<file path="src/rtl/mdu_sequencer.sv">
// rtl/mdu_sequencer.sv - RV32M multiply/divide sequencer with pipeline stall.
// Optional MDU_FAST_MUL_EN: single-cycle 33x33 signed multiply for MUL/MULH/MULHSU/MULHU.
module mdu_sequencer #(
  parameter int XLEN = 32
) (
  input  logic            CLK,
  input  logic            RESET,
  input  logic            START,
  input  logic [2:0]      FUNC3,
  input  logic [XLEN-1:0] OPERAND_A,
  input  logic [XLEN-1:0] OPERAND_B,
  input  logic            FLUSH,
  output logic            STALL,
  output logic            BUSY,
  output logic            DONE,
  output logic [XLEN-1:0] RESULT
);

  localparam logic [1:0] S_IDLE  = 2'd0;
  localparam logic [1:0] S_CALC  = 2'd1;
  localparam logic [1:0] S_FIXUP = 2'd2;
  localparam logic [1:0] S_DONE  = 2'd3;

  localparam logic [XLEN-1:0] MIN_NEG = {1'b1, {(XLEN-1){1'b0}}};

  logic [1:0]      state;
  logic [2:0]      op;
  logic [4:0]      cnt;
  logic            neg_res;
  logic [XLEN-1:0] opnd;
  logic [XLEN-1:0] acc_hi;
  logic [XLEN-1:0] acc_lo;
  logic            done_r;
  logic [XLEN-1:0] result_r;

  logic            accept;
  logic            is_div;
  logic            a_signed;
  logic            b_signed;
  logic            sign_a;
  logic            sign_b;
  logic            neg_start;
  logic [XLEN-1:0] mag_a;
  logic [XLEN-1:0] mag_b;
  logic            div_zero;
  logic            div_ovf;
  logic [XLEN-1:0] special_res;
  logic            fast_op;
  logic [XLEN-1:0] fast_res;

  assign accept   = (state == S_IDLE) && START && !FLUSH;
  assign is_div   = FUNC3[2];
  assign a_signed = (FUNC3 == 3'b001) || (FUNC3 == 3'b010) ||
                    (FUNC3 == 3'b100) || (FUNC3 == 3'b110);
  assign b_signed = (FUNC3 == 3'b001) || (FUNC3 == 3'b100) || (FUNC3 == 3'b110);
  assign sign_a   = a_signed & OPERAND_A[XLEN-1];
  assign sign_b   = b_signed & OPERAND_B[XLEN-1];
  assign mag_a    = sign_a ? -OPERAND_A : OPERAND_A;
  assign mag_b    = sign_b ? -OPERAND_B : OPERAND_B;

  // Remainders follow the dividend sign; products and quotients the xor of both.
  assign neg_start = (FUNC3[2] && FUNC3[1]) ? sign_a : (sign_a ^ sign_b);

  assign div_zero = is_div && (OPERAND_B == '0);
  assign div_ovf  = ((FUNC3 == 3'b100) || (FUNC3 == 3'b110)) &&
                    (OPERAND_A == MIN_NEG) && (OPERAND_B == '1);

  always_comb begin
    special_res = '0;
    if (div_zero)
      special_res = FUNC3[1] ? OPERAND_A : '1;
    else
      special_res = FUNC3[1] ? '0 : MIN_NEG;
  end

`ifdef MDU_FAST_MUL_EN
  logic signed [2*XLEN-1:0] fast_a;
  logic signed [2*XLEN-1:0] fast_b;
  logic signed [2*XLEN-1:0] fast_prod;

  // 33-bit signed operands (sign bit or zero on top), extended so the product is exact.
  assign fast_a    = {{(XLEN){a_signed & OPERAND_A[XLEN-1]}}, OPERAND_A};
  assign fast_b    = {{(XLEN){b_signed & OPERAND_B[XLEN-1]}}, OPERAND_B};
  assign fast_prod = fast_a * fast_b;
  assign fast_op   = !is_div;
  assign fast_res  = (FUNC3 == 3'b000) ? fast_prod[XLEN-1:0] : fast_prod[2*XLEN-1:XLEN];
`else
  assign fast_op  = 1'b0;
  assign fast_res = '0;
`endif

  logic [XLEN:0]   mul_sum;
  logic [XLEN:0]   div_trial;
  logic [XLEN-1:0] div_shift;

  assign mul_sum   = {1'b0, acc_hi} + (acc_lo[0] ? {1'b0, opnd} : {(XLEN+1){1'b0}});
  assign div_trial = {acc_hi, acc_lo[XLEN-1]} - {1'b0, opnd};
  assign div_shift = {acc_hi[XLEN-2:0], acc_lo[XLEN-1]};

  logic [2*XLEN-1:0] prod_fix;
  logic [XLEN-1:0]   quo_fix;
  logic [XLEN-1:0]   rem_fix;
  logic [XLEN-1:0]   fix_res;

  assign prod_fix = neg_res ? -{acc_hi, acc_lo} : {acc_hi, acc_lo};
  assign quo_fix  = neg_res ? -acc_lo : acc_lo;
  assign rem_fix  = neg_res ? -acc_hi : acc_hi;

  always_comb begin
    fix_res = '0;
    case (op)
      3'b000:                 fix_res = prod_fix[XLEN-1:0];
      3'b001, 3'b010, 3'b011: fix_res = prod_fix[2*XLEN-1:XLEN];
      3'b100, 3'b101:         fix_res = quo_fix;
      default:                fix_res = rem_fix;
    endcase
  end

  always_ff @(posedge CLK or posedge RESET) begin
    if (RESET) begin
      state    <= S_IDLE;
      op       <= '0;
      cnt      <= '0;
      neg_res  <= 1'b0;
      opnd     <= '0;
      acc_hi   <= '0;
      acc_lo   <= '0;
      done_r   <= 1'b0;
      result_r <= '0;
    end else begin
      done_r <= 1'b0;
      if (FLUSH) begin
        state <= S_IDLE;
      end else begin
        case (state)
          S_IDLE: begin
            if (START) begin
              op      <= FUNC3;
              neg_res <= neg_start;
              cnt     <= 5'd31;
              if (div_zero || div_ovf) begin
                result_r <= special_res;
                done_r   <= 1'b1;
                state    <= S_DONE;
              end else if (fast_op) begin
                result_r <= fast_res;
                done_r   <= 1'b1;
                state    <= S_DONE;
              end else begin
                // Multiply: multiplier shifts out of acc_lo. Divide: dividend shifts out of acc_lo.
                acc_hi <= '0;
                acc_lo <= is_div ? mag_a : mag_b;
                opnd   <= is_div ? mag_b : mag_a;
                state  <= S_CALC;
              end
            end
          end
          S_CALC: begin
            if (op[2]) begin
              acc_hi <= div_trial[XLEN] ? div_shift : div_trial[XLEN-1:0];
              acc_lo <= {acc_lo[XLEN-2:0], ~div_trial[XLEN]};
            end else begin
              acc_hi <= mul_sum[XLEN:1];
              acc_lo <= {mul_sum[0], acc_lo[XLEN-1:1]};
            end
            if (cnt == 5'd0) begin
              state <= S_FIXUP;
            end else begin
              cnt <= cnt - 5'd1;
            end
          end
          S_FIXUP: begin
            result_r <= fix_res;
            done_r   <= 1'b1;
            state    <= S_DONE;
          end
          default: begin
            state <= S_IDLE;
          end
        endcase
      end
    end
  end

  assign BUSY   = (state == S_CALC) || (state == S_FIXUP);
  assign STALL  = accept || BUSY;
  assign DONE   = done_r;
  assign RESULT = result_r;

endmodule

</file>
<file path="config.mk">
export PLATFORM = sky130hd
export DESIGN_NAME = mdu_sequencer
export DESIGN_NICKNAME = d
export VERILOG_FILES = /design/src/rtl/mdu_sequencer.sv
export SDC_FILE = /design/constraint.sdc
export NUM_CORES = 1
export LEC_CHECK = 0
export ABC_AREA = 0
export CAP_MARGIN = 20
export CORE_MARGIN = 3
export CORE_UTILIZATION = 53
export CTS_CLUSTER_SIZE = 14
export DETAILED_ROUTE_END_ITERATION = 6
export PLACE_DENSITY = 0.7
export SLEW_MARGIN = 40
export SYNTH_ARGS = -nofsm -noshare
export SYNTH_HDL_FRONTEND = slang
export SYNTH_SLANG_ARGS = --single-unit
export TNS_END_PERCENT = 20
</file>
<file path="constraint.sdc">
create_clock -name CLK -period 6.15 [get_ports CLK]
set_input_delay 0.9225 -clock CLK [delete_from_list [all_inputs] [get_ports CLK]]
set_output_delay 0.9225 -clock CLK [all_outputs]
set_load 0.1 [all_outputs]
</file>
Word level (Yosys, flattened, before mapping). Index checks and enable logic that the tools add are counted.

Word-level logic and storage cells: 109. Flip-flop bits (word level): 140. Output and inout port bits: 35.

Add/sub/neg operators: 8. Multiplexer cells: 37. Equal/unequal tests: 19. Reductions and logical operators: 30. Bitwise operators: 6.

Operators by type and width (number): $mux 32 (19); $pmux 32 s2 (3); $neg 32->32 (4); $pmux 32 s3 (1); $eq 32x32->1 const B (2); $mux 64 (1); $neg 64->64 (1); $add 32x32->33 (1); $sub 33x32->33 (1); $logic_not 32->1 (1); $reduce_and 4->1 (4); $eq 3x3->1 const B (4); $mux 5 (2); $pmux 5 s2 (1); $eq 3x2->1 const B (3); $logic_or 1x1->1 (9); $mux 2 (4); $eq 3x1->1 const B (2); $logic_and 1x1->1 (6); $ne 2x2->1 const B (3); $ne 3x3->1 const B (2); $pmux 2 s3 (1); $logic_not 5->1 (1); $sub 5x1->5 const B (1); 16 further kinds (23).

Longest topological paths before layout. Gate-level depths: netlist of run 1.

Depth after elaboration: 10. Depth in mapped cells: 14. Mapped depth without buffers: 13.

Worst setup path before layout of run 1. No wires, ideal clock.

Path type: flip-flop to flip-flop. Start point: reg acc_lo[0]. End point: reg acc_hi[29]. Cell stages (with the launch flop): 14. Buffers on the path: 2. Arrival: 3.282 ns. Library setup time: 0.140 ns. Setup slack: 2.728 ns. Required time: 6.010 ns. Clock period less this slack: 3.422 ns. Path through: dfrtp_1 > inv_1 > clkbuf_1 > nor2_1 > ha_1 > clkbuf_1 > nand4_1 > or4b_2 > o22ai_1 > o221ai_1 > o21ai_0 > a221oi_1 > a2111oi_0 > a211oi_1.

Longest elaborated chain between the ends: 4.

RTL lines: from (decl) (line 32) `logic [XLEN-1:0] acc_lo;`; from (signal assigned) (line 152) `acc_lo <= is_div ? mag_a : mag_b;`; from (signal assigned) (line 161) `acc_lo <= {acc_lo[XLEN-2:0], ~div_trial[XLEN]};`; from (signal assigned) (line 164) `acc_lo <= {mul_sum[0], acc_lo[XLEN-1:1]};`; $mux 32 (line 96) `assign mul_sum = {1'b0, acc_hi} + (acc_lo[0] ? {1'b0, opnd} : {(XLEN+1){1'b0}});`; $add 32x32->33 (line 96); $mux 32 (line 159) `if (op[2]) begin`; $pmux 32 s2 (line 135) `case (state)`; to (signal assigned) (line 160) `acc_hi <= div_trial[XLEN] ? div_shift : div_trial[XLEN-1:0];`; to (signal assigned) (line 163) `acc_hi <= mul_sum[XLEN:1];`; to (decl) (line 31) `logic [XLEN-1:0] acc_hi;`.

Every way passes these cells. A chain may end at the register's enable or synchronous reset.

Worst setup path in the final report of run 1. Ends and elaborated chain as after synthesis.

==> results of run 1 <==
## area by class of cell
class	count	area, µm²
multi-input combinational	1665	10710
timing repair buffer	128	1047
sequential	140	3506
clock inverter	14	152.6
clock buffer	18	439.2
tap	378	473.0
inverter	78	300.3
fill	2702	11310
## routing by layer
layer / share of wire / GRT usage / up-vias
li1: - / - / 7357
met1: 0.45 / 0.5538 / 7480
met4: 0.034 / 0.1170 / 0
met2: 0.42 / 0.5265 / 880
met3: 0.099 / 0.06367 / 121
met5: 0 / 0 / -
## cell families (layout without fill, tap and decap cells)
group           count (synthesis)  in the layout  share of synthesized area
flops                         140            140                     0.2326
simple gates                  659            659                     0.2058
mux                            61             61                    0.04361
buf+inv                       224            238                    0.05989
fa+ha+maj                      77             77                    0.06496
compound gates                678            678                     0.2826
xor+xnor                      190            190                     0.1105
## registers in the layout, summed over array words and instances, names as in the netlist
signal and count:
acc_lo 32, cnt 5, opnd 32, neg_res 1, op 3, RESULT 32, DONE 1, acc_hi 32
state 2
## critical path, cell delays in order, from the launching register on
cell and delay (ns):
dfrtp_1 0.47, clkinv_1 0.69, nor2_1 0.30, ha_1 0.32, nor2b_1 0.19, o31a_1 0.31
a211oi_1 0.39, o22ai_1 0.27, o221ai_1 0.51, o21ai_0 0.30, a221oi_1 0.45, a2111oi_0 0.13
a211oi_1 0.24
## worst max-delay path by stage
stage | start | slack (ns) | cells past startpoint | endpoint
finish | acc_lo[0] | 1.47 | 12 | acc_hi[29]
global route | acc_lo[0] | 1.29 | 12 | acc_hi[29]
CTS | acc_lo[0] | 1.57 | 12 | RESULT[16]
detailed placement | OPERAND_B[26] | 1.24 | 11 | RESULT[26]
global placement | OPERAND_B[26] | 1.40 | 8 | acc_hi[26]
floorplan | RESET | 1.47 | 1 | DONE
## where the power goes
part           switching (µW)  leakage (µW)  total, µW  internal, µW
clock                     491      0.000287       1080           585
sequential                652       0.00178       1950          1300
combinational            4400       0.00493       6630          2230
## stage by stage
step	total power (µW)	utilization
6_report	9653	0.5952
5_1_grt	10250	0.5952
4_1_cts	9448	0.5944
3_5_place_dp	8353	0.5732
3_3_place_gp	8365	0.5789
2_1_floorplan	6679	-
## placed cells by master (no fill, tap or decap), types with 14 or more instances in the layout
cell / Yosys / routed
nor2_1: 216 / 214
o21ai_0: 206 / 206
nand2_1: 199 / 198
a21oi_1: 165 / 165
dfrtp_1: 140 / 138
xor2_1: 103 / 103
xnor2_1: 87 / 85
inv_1: 78 / 75
ha_1: 75 / 74
clkdlybuf4s50_1: 0 / 69
a211oi_1: 39 / 39
nor3_1: 38 / 38
mux2_2: 37 / 37
buf_2: 22 / 36
nand3_1: 34 / 34
a31oi_1: 33 / 33
a21o_1: 34 / 32
nand4_1: 29 / 29
o31ai_1: 29 / 29
mux2i_1: 24 / 24
buf_4: 3 / 22
o22ai_1: 21 / 21
nand2b_1: 18 / 18
nor4_1: 20 / 17
clkbuf_16: 0 / 17
a221o_1: 16 / 16
nor2b_1: 15 / 15
or3_1: 15 / 15
o21a_1: 15 / 15
o211ai_1: 15 / 15
and3_1: 14 / 14
o41ai_1: 14 / 14
o21ai_1: 14 / 14
o221ai_1: 14 / 14
==> qor.yml, run 1 <==
timing:
  max_slew.worst_pin.slew_ns: 0.9045
  whs_ns: 0.4752
  fin_ws_ns: 1.470
  fin_crit_sh: 0.7610
  fin_worst_skew_ns: 0.01548
  maxSlewHeadroom: 0.3929
  drv_slew: 0
  rsz0062_at_grt: "false"
  fmax_ghz: 0.2137
  final-setup-viol-count: 0
  period_minus_slack_ns: 4.680
  hold_violations: 0
  setup-tns-final_ns: 0
min_path:
  hold_end: "RESULT[31]"
  min_from: "RESULT[31]"
  hold_depth: 2
  hold_path_class: "reg2reg"
synthesis:
  yosysMostFrequentCell: "nor2_1"
  async_flop_share: 1.000
  synth_flop_cell: "dfrtp_1"
  avgSynthCellArea_um2: 7.423
  yosysUniqueCellTypes: 84
  seq_area_frac_synth: 0.2326
  yosysTopAreaCell: "dfrtp_1"
  syn-cell-area_mm2: 0.01506
  synth_edf_count: 0
  syn-num-nets: 2177
  synth_commonest_cells: "216 x nor2_1, 206 x o21ai_0, 199 x nand2_1, 165 x a21oi_1, 140 x dfrtp_1"
  synth_top_area_share: 0.2326
  ys_ff_latch: 140
  syn_inst: 2029
  ys_warn_count: 0
  synth_area_leaders: "dfrtp_1 23%, o21ai_0 6.8%, ha_1 6.2%"
layout:
  syn_to_final_growth_pct: 10.38
  diodes: 0
  drive_gt1_frac: 0.08468
  final_cells: 2421
  layout.nets: 2178
  stdcell_area_mm2: 0.01663
placed_design:
  portBuffers: 105
  dpl.cell_count: 2389
  dp_hpwl_um: 43800
  gp_congestion: 0.9997
  place_ws_ns: 1.237
  dpl-instance-area_mm2: 0.01601
clocking:
  postCtsSetupRepairBufs: 0
  htree_num_levels: 4
  ctsHoldBuffers: 0
  numCtsBuffers: 17
  worstSkewPairLatency_ns: 0.45
  clockRootBuffer: "clkbuf_16"
  cts.repair.resized: 0
  cts_max_path_buffers: 2
  cts_tree: "done"
  clock_sinks: 140
  cts.clk_slew.worst_paths_ns: 0.07
die:
  dieWidth_um: 174.6
  coreArea_mm2: 0.02793
  ios: 106
  die_h_um: 174.6
  dieArea_mm2: 0.03048
  num_rows: 61
  initial_core_util: 0.5392
critical_path:
  ff2ff_setup_slack_ns: 1.47
  rr_startpoint: "acc_lo[0]"
  crit_path_end_kind: "flip-flop"
  crit_required_ns: 6.50
  start_kind: "flip-flop"
  r2r-end: "acc_hi[29]"
  cp_data_arrival_time_ns: 5.03
  ff2ff_path_depth: 12
  path_max_fanout: 22
  critical_path_class: "reg2reg"
pwr:
  peakVddDrop_mv: 0.3074
  power_per_cell_area_mw_per_mm2: 580.6
  leakagePower_uw: 0.006995
global_routing:
  grt-ovfl-total: 0
  grt_pass1_wl_um: 86510
  antenna_found_initial: 0
  grt_max_degree: 105
  first_global_vias: 14310
  grt.total_usage: 0.3653
detailed_routing:
  first_pass_iters: 7
  wl_per_cell_um: 23.44
  via_count: 15840
  vias_per_cell: 6.542
  ant_nets: 0
  dr.first_iter.drc_count: 2112
  routed_wl_um: 56750
  drc: 0
run_status:
  status: "complete, no violations"
job:
  max_cap_viol_count: 0
(Power assumes the default switching activity.)
==> run 2, diff against run 1 <==
Settings changed: PLACE_DENSITY 0.7 to 0.73.
Clock period 6.15 ns to 4.25 ns, I/O delays scaled along.
==> run 2 against run 1 <==
The flow now finishes with violations (DRC). Flip-flop and latch count stayed put. Worst setup slack worse by 1.2 ns. Critical path depth stayed put. Core utilization is 1.5 points higher. Critical endpoint is now acc_hi[14].
==> qor.yml, run 2 (synthesis results as in run 1) <==
run_status:
  status: "complete, but fails checks"  # was complete, no violations
  violations: "DRC"
global_routing:
  grt.total_usage: 0.3553  # was 0.3653
  grt_use_met3: 0.08496  # was 0.06367
  gr-max-usage-layer: "met2"  # was met1
  antenna_found_initial: 3  # was 0
  grt_max_degree: 121  # was 105
  use_met2: 0.5337  # was 0.5265
  grt_pass1_wl_um: 85410  # was 86510 µm
  grtUsageMet1: 0.4892  # was 0.5538
  first_global_vias: 14790  # was 14.31k
  grt-ovfl-total: 0  # unchanged
critical_path:
  cp_data_arrival_time_ns: 4.30  # was 5.03 ns
  ff2ff_path_depth: 12  # unchanged
  start_kind: "flip-flop"  # unchanged
  crit_chain: "inv_1 -> ha_1 -> a21oi_1 -> o21ai_0 -> a2111oi_0 -> o211ai_1 -> a31oi_4 -> xnor2_2 -> buf_4 -> nor2_1 -> or3_1 -> a211oi_1"  # was clkinv_1 -> nor2_1 -> ha_1 -> nor2b_1 -> o31a_1 -> a211oi_1 -> o22ai_1 -> o221ai_1 -> o21ai_0 -> a221oi_1 -> a2111oi_0 -> a211oi_1
  crit_slowest_cell: "a2111oi_0"  # was clkinv_1
  path_max_fanout: 22  # unchanged
  critical_path_class: "reg2reg"  # unchanged
  crit_path_end_kind: "flip-flop"  # unchanged
  max_stage_delay_ns: 0.63  # was 0.69 ns
  crit_required_ns: 4.58  # was 6.50 ns
timing:
  maxSlewHeadroom: 0.3965  # was 0.3929
  hold_violations: 0  # unchanged
  fin_worst_skew_ns: 0.01346  # was 0.01548 ns
  rsz0062_at_grt: "false"  # unchanged
  setup-tns-final_ns: 0  # unchanged
  fmax_ghz: 0.2519  # was 0.2137 GHz
  period_minus_slack_ns: 3.970  # was 4.680 ns
  drv_slew: 0  # unchanged
  final-setup-viol-count: 0  # unchanged
  fin_crit_sh: 0.9340  # was 0.7610
  max_slew.worst_pin.slew_ns: 0.8958  # was 0.9045 ns
  whs_ns: 0.4785  # was 0.4752 ns
clocking:
  clock_sinks: 140  # unchanged
  ctsHoldBuffers: 0  # unchanged
  cts_max_path_buffers: 2  # unchanged
  htree_num_levels: 4  # unchanged
  cts.repair.resized: 0  # unchanged
  cts.clk_slew.worst_paths_ns: 0.07  # about the same
  cts_tree: "done"  # unchanged
  postCtsSetupRepairBufs: 0  # unchanged
  numCtsBuffers: 17  # unchanged
  worstSkewPairLatency_ns: 0.44  # was 0.45 ns
  clockRootBuffer: "clkbuf_16"  # unchanged
layout:
  drive_gt1_frac: 0.1058  # was 0.08468
  ff_latch_area_mm2: 0.003506  # unchanged
  final_common_cell: "nor2_1"  # unchanged
  diodes: 0  # unchanged
  layout.nets: 2233  # was 2178
  multiInputGateArea_mm2: 0.01070  # was 0.01071 mm²
  layout_common_cells: "215 x nor2_1, 206 x o21ai_0, 199 x nand2_1"  # was 214 x nor2_1, 206 x o21ai_0, 198 x nand2_1
  syn_to_final_growth_pct: 13.22  # was 10.38%
  final_core_util: 0.6105  # was 0.5952
  fillerInstances: 2537  # was 2702
pwr:
  peakVddDrop_mv: 0.3834  # was 0.3074 mV
  swShare: 0.5705  # was 0.5746
  p_int_uw: 6127  # was 4106 µW
  pwr-share-comb: 0.710  # was 0.687
  switching_power_uw: 8139  # was 5547 µW
  power_per_cell_area_mw_per_mm2: 836.6  # was 580.6 mW/mm²
  clockPowerShare: 0.109  # was 0.111
  leakagePower_uw: 0.007276  # was 0.006995 µW
  seqPwrFrac: 0.181  # was 0.202
detailed_routing:
  dr.first_iter.drc_count: 2339  # was 2112
  routed_wl_um: 55910  # was 56750 µm
  drc: 3  # was 0
  wl_per_cell_um: 22.58  # was 23.44 µm
  first_pass_iters: 7  # unchanged
  vias_per_cell: 6.530  # was 6.542
  ant_nets: 0  # unchanged
  via_count: 16170  # was 15.84k
die:
  num_rows: 61  # unchanged
  dieWidth_um: 174.6  # unchanged
  initial_core_util: 0.5392  # unchanged
  dieArea_mm2: 0.03048  # unchanged
  coreArea_mm2: 0.02793  # unchanged
  die_h_um: 174.6  # unchanged
  ios: 106  # unchanged
job:
  max_cap_viol_count: 0  # unchanged
placed_design:
  dp_hpwl_um: 43070  # was 43800 µm
  gp_congestion: 1.054  # was 0.9997
  portBuffers: 105  # unchanged
min_path:
  hold_depth: 2  # unchanged
  hold_path_class: "reg2reg"  # unchanged
run 2: changes by cell type in the layout (fill, tap and decap cells not counted), moves of 2 or more:
cell,change
clkinvlp_4,+2
buf_4,+54
nor4_2,-2
buf_12,+3
nor4_1,+2
run 2: power by group through the flow:
stage	sequential [µW]	clock, µW	combinational (µW)
after CTS	2550	1560	9800
after detailed placement	2580	0	9730
after global routing	2650	1620	10800
after floorplan	3150	0	6520
after global placement	2560	0	9690
final	2580	1550	10100
run 2: per-layer routing:
layer	vias up	share of wire
li1	7449	-
met1	7579	0.42
met2	965	0.42
met3	173	0.11
met4	2	0.052
met5	-	0.00018
run 2: critical path, delay by kind of cell (launching register included):
kind	cells	cell delay (ns)
AOI/OAI and AO/OA	6	2.03
DFF	1	0.47
adders and majority gates	1	0.42
buffers and inverters	2	0.40
and+or+nand+nor	2	0.37
xor gates and xnor gates	1	0.17
run 2: final cells by class:
cell class / instances / share of cell area
Tap cell: 378 / 0.02774
Inverter: 78 / 0.01739
Clock buffer: 18 / 0.02517
Timing Repair Buffer: 183 / 0.08775
Sequential cell: 140 / 0.2056
Multi-Input combinational cell: 1665 / 0.6276
Clock inverter: 14 / 0.008805
run 2: worst paths after layout:
check | slack (ns) | startpoint | to
max in group asynchronous | 2.56 | RESET | op[2]
min in group asynchronous | 0.58 | RESET | RESULT[21]
worst max-delay path | 0.28 | opnd[21] | acc_hi[14]
worst min register to register | 0.48 | RESULT[22] | RESULT[22]
worst min-delay path | 0.48 | RESULT[22] | RESULT[22]
worst max register to register | 0.28 | opnd[21] | acc_hi[14]
run 2: per-stage QoR:
| stage | instance area, µm² | setup slack [ns] | power, µW | cells |
|---|---|---|---|---|
| after floorplan | 15070 | 0.8281 | 9665 | 2029 |
| after global placement | 16620 | 0.1652 | 12250 | 2444 |
| after detailed placement | 16460 | 0.04304 | 12310 | 2444 |
| after CTS | 17040 | 0.3868 | 13910 | 2476 |
| after global routing | 17050 | 0.03940 | 15100 | 2476 |
| final | 17050 | 0.2804 | 14270 | 2476 |
==> run 3, diff against run 2 <==
Settings changed: CORE_MARGIN 3 to unset, CORE_UTILIZATION 53 to 55, GPL_TIMING_DRIVEN set to 0, PLACE_DENSITY 0.73 to 0.75.
==> run 3 against run 2 <==
The run still ends with DRC left. Clock skew is 0.0021 ns higher. Total power grew 3.9%. Sequential share of layout area down 0.23 points. Critical path depth is the same. Routed wire length rose by 14%. Final cell count rose by 1.6%. Hold slack gained 0.0040 ns. Largest power group unchanged.
==> qor.yml, run 3 (synthesis results as in run 1) <==
die:
  num_rows: 60  # was 61
  die_h_um: 167.5  # was 174.6 µm
  dieWidth_um: 167.5  # was 174.6 µm
  ios: 106  # unchanged
  dieArea_mm2: 0.02805  # was 0.03048 mm²
  initial_core_util: 0.5604  # was 0.5392
  coreArea_mm2: 0.02688  # was 0.02793 mm²
global_routing:
  antenna_found_initial: 0  # was 3
  grt.total_usage: 0.4514  # was 0.3553
  grt_max_degree: 28  # was 121
  grt_pass1_wl_um: 95100  # was 85410 µm
  first_global_vias: 15940  # was 14.79k
  grt-ovfl-total: 0  # unchanged
timing:
  hold_violations: 0  # unchanged
  period_minus_slack_ns: 4.182  # was 3.970 ns
  max_slew.worst_pin.slew_ns: 0.8840  # was 0.8958 ns
  fin_crit_sh: 0.9840  # was 0.9340
  final-setup-viol-count: 0  # unchanged
  maxSlewHeadroom: 0.4045  # was 0.3965
  fin_worst_skew_ns: 0.01560  # was 0.01346 ns
  drv_slew: 0  # unchanged
  whs_ns: 0.4825  # was 0.4785 ns
  fmax_ghz: 0.2391  # was 0.2519 GHz
  rsz0062_at_grt: "false"  # unchanged
clocking:
  ctsHoldBuffers: 0  # unchanged
  clock_sinks: 140  # unchanged
  clockRootBuffer: "clkbuf_16"  # unchanged
  cts_tree: "done"  # unchanged
  numCtsBuffers: 17  # unchanged
  cts.clk_slew.worst_paths_ns: 0.08  # was 0.07 ns
  cts_max_path_buffers: 2  # unchanged
  htree_num_levels: 4  # unchanged
  worstSkewPairLatency_ns: 0.45  # was 0.44 ns
critical_path:
  path_max_fanout: 10  # was 22
  crit_chain: "clkdlybuf4s50_1 -> nor4_4 -> nand3_1 -> or4_1 -> buf_2 -> o31ai_4 -> a21oi_2 -> and2_1 -> buf_2 -> nand2_2 -> buf_2 -> o221ai_1"  # was inv_1 -> ha_1 -> a21oi_1 -> o21ai_0 -> a2111oi_0 -> o211ai_1 -> a31oi_4 -> xnor2_2 -> buf_4 -> nor2_1 -> or3_1 -> a211oi_1
  ff2ff_setup_slack_ns: 0.09  # was 0.28 ns
  setup.worst_path.start: "OPERAND_A[2]"  # was opnd[21]
  critPathMostFrequentCell: "buf_2"
  rr_startpoint: "acc_hi[0]"  # was opnd[21]
  ff2ff_path_depth: 14  # was 12
  crit_required_ns: 4.57  # was 4.58 ns
  max_stage_delay_ns: 0.65  # was 0.63 ns
  crit_path_end_kind: "flip-flop"  # unchanged
  start_kind: "input pin"  # was flip-flop
  crit_slowest_cell: "clkdlybuf4s50_1"  # was a2111oi_0
  r2r-end: "acc_hi[29]"  # was acc_hi[14]
  critical_path_class: "in2reg"  # was reg2reg
  cp_data_arrival_time_ns: 4.50  # was 4.30 ns
pwr:
  peakVddDrop_mv: 0.5279  # was 0.3834 mV
  power_per_cell_area_mw_per_mm2: 859.9  # was 836.6 mW/mm²
  leakagePower_uw: 0.007245  # was 0.007276 µW
placed_design:
  dp_hpwl_um: 50440  # was 43070 µm
  dpl-instance-area_mm2: 0.01655  # was 0.01646 mm²
  gp_congestion: 1.077  # was 1.054
  portBuffers: 104  # was 105
min_path:
  min_from: "opnd[6]"  # was RESULT[22]
  hold_end: "opnd[6]"  # was RESULT[22]
  hold_depth: 2  # unchanged
  hold_path_class: "reg2reg"  # unchanged
layout:
  layout_common_cells: "215 x nor2_1, 204 x o21ai_0, 199 x nand2_1"  # was 215 x nor2_1, 206 x o21ai_0, 199 x nand2_1
  final_common_cell: "nor2_1"  # unchanged
  layout.nets: 2309  # was 2233
  diodes: 0  # unchanged
  fillerInstances: 2453  # was 2537
  syn_to_final_growth_pct: 14.42  # was 13.22%
  stdcell_area_mm2: 0.01723  # was 0.01705 mm²
  drive_gt1_frac: 0.08694  # was 0.1058
run_status:
  violations: "DRC"  # unchanged
  status: "complete, but fails checks"  # unchanged
detailed_routing:
  wl_per_cell_um: 25.38  # was 22.58 µm
  routed_wl_um: 63820  # was 55910 µm
  first_pass_iters: 7  # unchanged
  dr.first_iter.drc_count: 2357  # was 2339
  vias_per_cell: 6.823  # was 6.530
  via_count: 17160  # was 16.17k
  drc: 1  # was 3
  ant_nets: 0  # unchanged
job:
  max_cap_viol_count: 0  # unchanged
run 3: cell types whose count changed in the layout (fill, tap and decap cells not counted), moves of 3 or more:
cell / before / now
clkbuf_1: 1 / 105
buf_4: 76 / 5
buf_2: 35 / 57
buf_1: 0 / 8
buf_16: 0 / 5
clkbuf_2: 0 / 4
buf_6: 0 / 3
run 3: routing by layer:
| metal | up-vias | track usage | routed length, µm |
|---|---|---|---|
| li1 | 7598 | - | - |
| met1 | 8152 | 0.5863 | 25020 |
| met2 | 1188 | 0.6764 | 27010 |
| met3 | 222 | 0.1184 | 7899 |
| met4 | 0 | 0.2617 | 3893 |
| met5 | - | 0 | 0 |
run 3: per-stage QoR:
stage | worst slack (ns) | setup TNS, ns | total power, µW | util | std cells
floorplan | 0.8281 | 0 | 9665 | - | 2029
global placement | -0.5421 | -28.34 | 12550 | 0.6152 | 2474
detailed placement | -0.5361 | -27.90 | 12600 | 0.6159 | 2481
CTS | -0.04240 | -0.04240 | 14260 | 0.6392 | 2513
global route | 0.009592 | 0 | 15500 | 0.6412 | 2515
finish | 0.06811 | 0 | 14820 | 0.6412 | 2515
run 3: area by class of cell:
cell class | count | area (µm²) | area share
Sequential cell | 140 | 3503 | 0.2033
Clock buffer | 17 | 425.4 | 0.02468
Clock inverter | 15 | 171.4 | 0.009946
Tap cell | 341 | 426.7 | 0.02476
Multi-Input combinational cell | 1665 | 10730 | 0.6228
Timing Repair Buffer | 113 | 1059 | 0.06142
Inverter | 78 | 296.5 | 0.01721
Buffer | 146 | 618.1 | 0.03586
run 3: worst max path at each step:
stage | to | slack, ns
final | acc_hi[19] | 0.07
after global routing | acc_hi[19] | 0.01
after CTS | acc_hi[29] | -0.04
after detailed placement | acc_hi[24] | -0.54
after global placement | acc_hi[24] | -0.54
after floorplan | acc_hi[29] | 0.83
run 3: timing repair:
action                                  4_1_cts  5_1_grt
gates resized for setup                       8        9
endpoints found under the setup margin       28       34
pin swaps                                     0        1
buffers inserted                              0        2
run 3: worst max-delay path, delay by kind of cell:
family | cells | cell delay (ns)
AOI/OAI and AO/OA | 3 | 0.76
buffers and inverters | 4 | 1.39
and+or+nand+nor | 5 | 1.71
run 3: power breakdown:
part	switching [µW]	internal, µW	leakage, µW
Sequential	761	1880	0.00178
Clock	752	843	0.000292
Combinational	7220	3370	0.00517
Total	8730	6090	0.00725
==> RTL change: new RTL, config.mk and constraints of run 2 <==
Set the parameter `XLEN` to 16 (it was 32).
--- a/src/rtl/mdu_sequencer.sv
+++ b/src/rtl/mdu_sequencer.sv
@@ -2,5 +2,5 @@
 // Optional MDU_FAST_MUL_EN: single-cycle 33x33 signed multiply for MUL/MULH/MULHSU/MULHU.
 module mdu_sequencer #(
-  parameter int XLEN = 32
+  parameter int XLEN = 16
 ) (
   input  logic            CLK,
Interface: changed (resized OPERAND_A, OPERAND_B and RESULT); port bits go from 106 to 58. No check against the original RTL was run, so the function may have changed too.
==> RTL change against run 2 <==
Worst setup slack improved by 0.37 ns. Synthesized cell count fell by 52%. Total power fell by 52%. Sequential cell count fell by 64. Final area fell by 50%. Routed wire length fell by 60%. Area after synthesis fell by 49%. Hold slack got worse by 0.0036 ns. Core utilization barely moved. Maximum frequency rose by 10%.
==> RTL change: results (changes against run 2) <==
Layout
  – Signal buf overhead: 7.35% (-1.4 points)
  – Invs w/o clock: 45 (-42%)
  – Clock buf count: 12 (-6)

Clock tree
  – Later-pin clock latency in the skew report: 0.35 ns (-0.09 ns)
  – Max H-tree Level: 3 (-1)
  – CTS buffer count: 9 (-8)

Routing
  – Post-Route WL: 22300 um (-60%)
  – Routed vias: 7367 (-54%)
  – Highest metal used: met4
  – Drt first pass iters: 5 (-2)

Critical path
  – Critical path origin: OPERAND_A[1]
  – RR Endpoint: acc_hi[5]
  – Crit Path Max Fanout: 7 (-68%)

Pwr
  – Pleak: 3.67 nW (-50%)

Logic synthesis
  – XOR/XNOR Fraction of Synth Area: 9.43% (-1.6 points)
  – Adder-Cell Fraction of Synth Area: 7.59% (+1.1 points)
  – Mux share of post-synthesis cell area: 6.36% (+2.0 points)

Placed design
  – Placed inst area: 0.00823 sq mm (-50%)
  – Number of I/O port buffers: 57 (-46%)
  – Placer congestion estimate: 0.930 (-12%)

Timing
  – Hold_ws: 0.475 ns (-0.00358 ns)

Worst hold path
  – Hold Startpoint: RESULT[11]

GRT
  – GRT Resource Usage Total: 28.4% (-7.1 points)
  – Vias in the first global route: 6888 (-53%)
  – Met2 Track Usage GR: 42.8% (-11 points)

Outcome
  – Status: complete, no violations
==> RTL change: changes by cell type in the layout (fill, tap and decap cells not counted), moves of 57 or more <==
cell     before  now
nor2_1      215   90
buf_4        76   19
a21oi_1     165   74
xor2_1      103   37
dfrtp_1     138   75
nand2_1     199   98
o21ai_0     206   95
==> RTL change: power by group through the flow <==
| stage | Sequential (mW) | Clock, mW | Combinational, mW |
|---|---|---|---|
| final | 1.48 | 0.798 | 4.59 |
| after global routing | 1.53 | 0.831 | 5.06 |
| after CTS | 1.47 | 0.809 | 4.54 |
| after detailed placement | 1.48 | 0 | 4.51 |
| after global placement | 1.47 | 0 | 4.51 |
| after floorplan | 1.52 | 0 | 3.37 |
==> RTL change: worst max-delay path, delay by kind of cell <==
| family | cells | cell delay, ns |
|---|---|---|
| compound gates | 2 | 0.39 |
| fa+ha+maj | 1 | 0.16 |
| buf+inv | 2 | 0.56 |
| simple gates | 6 | 2.08 |
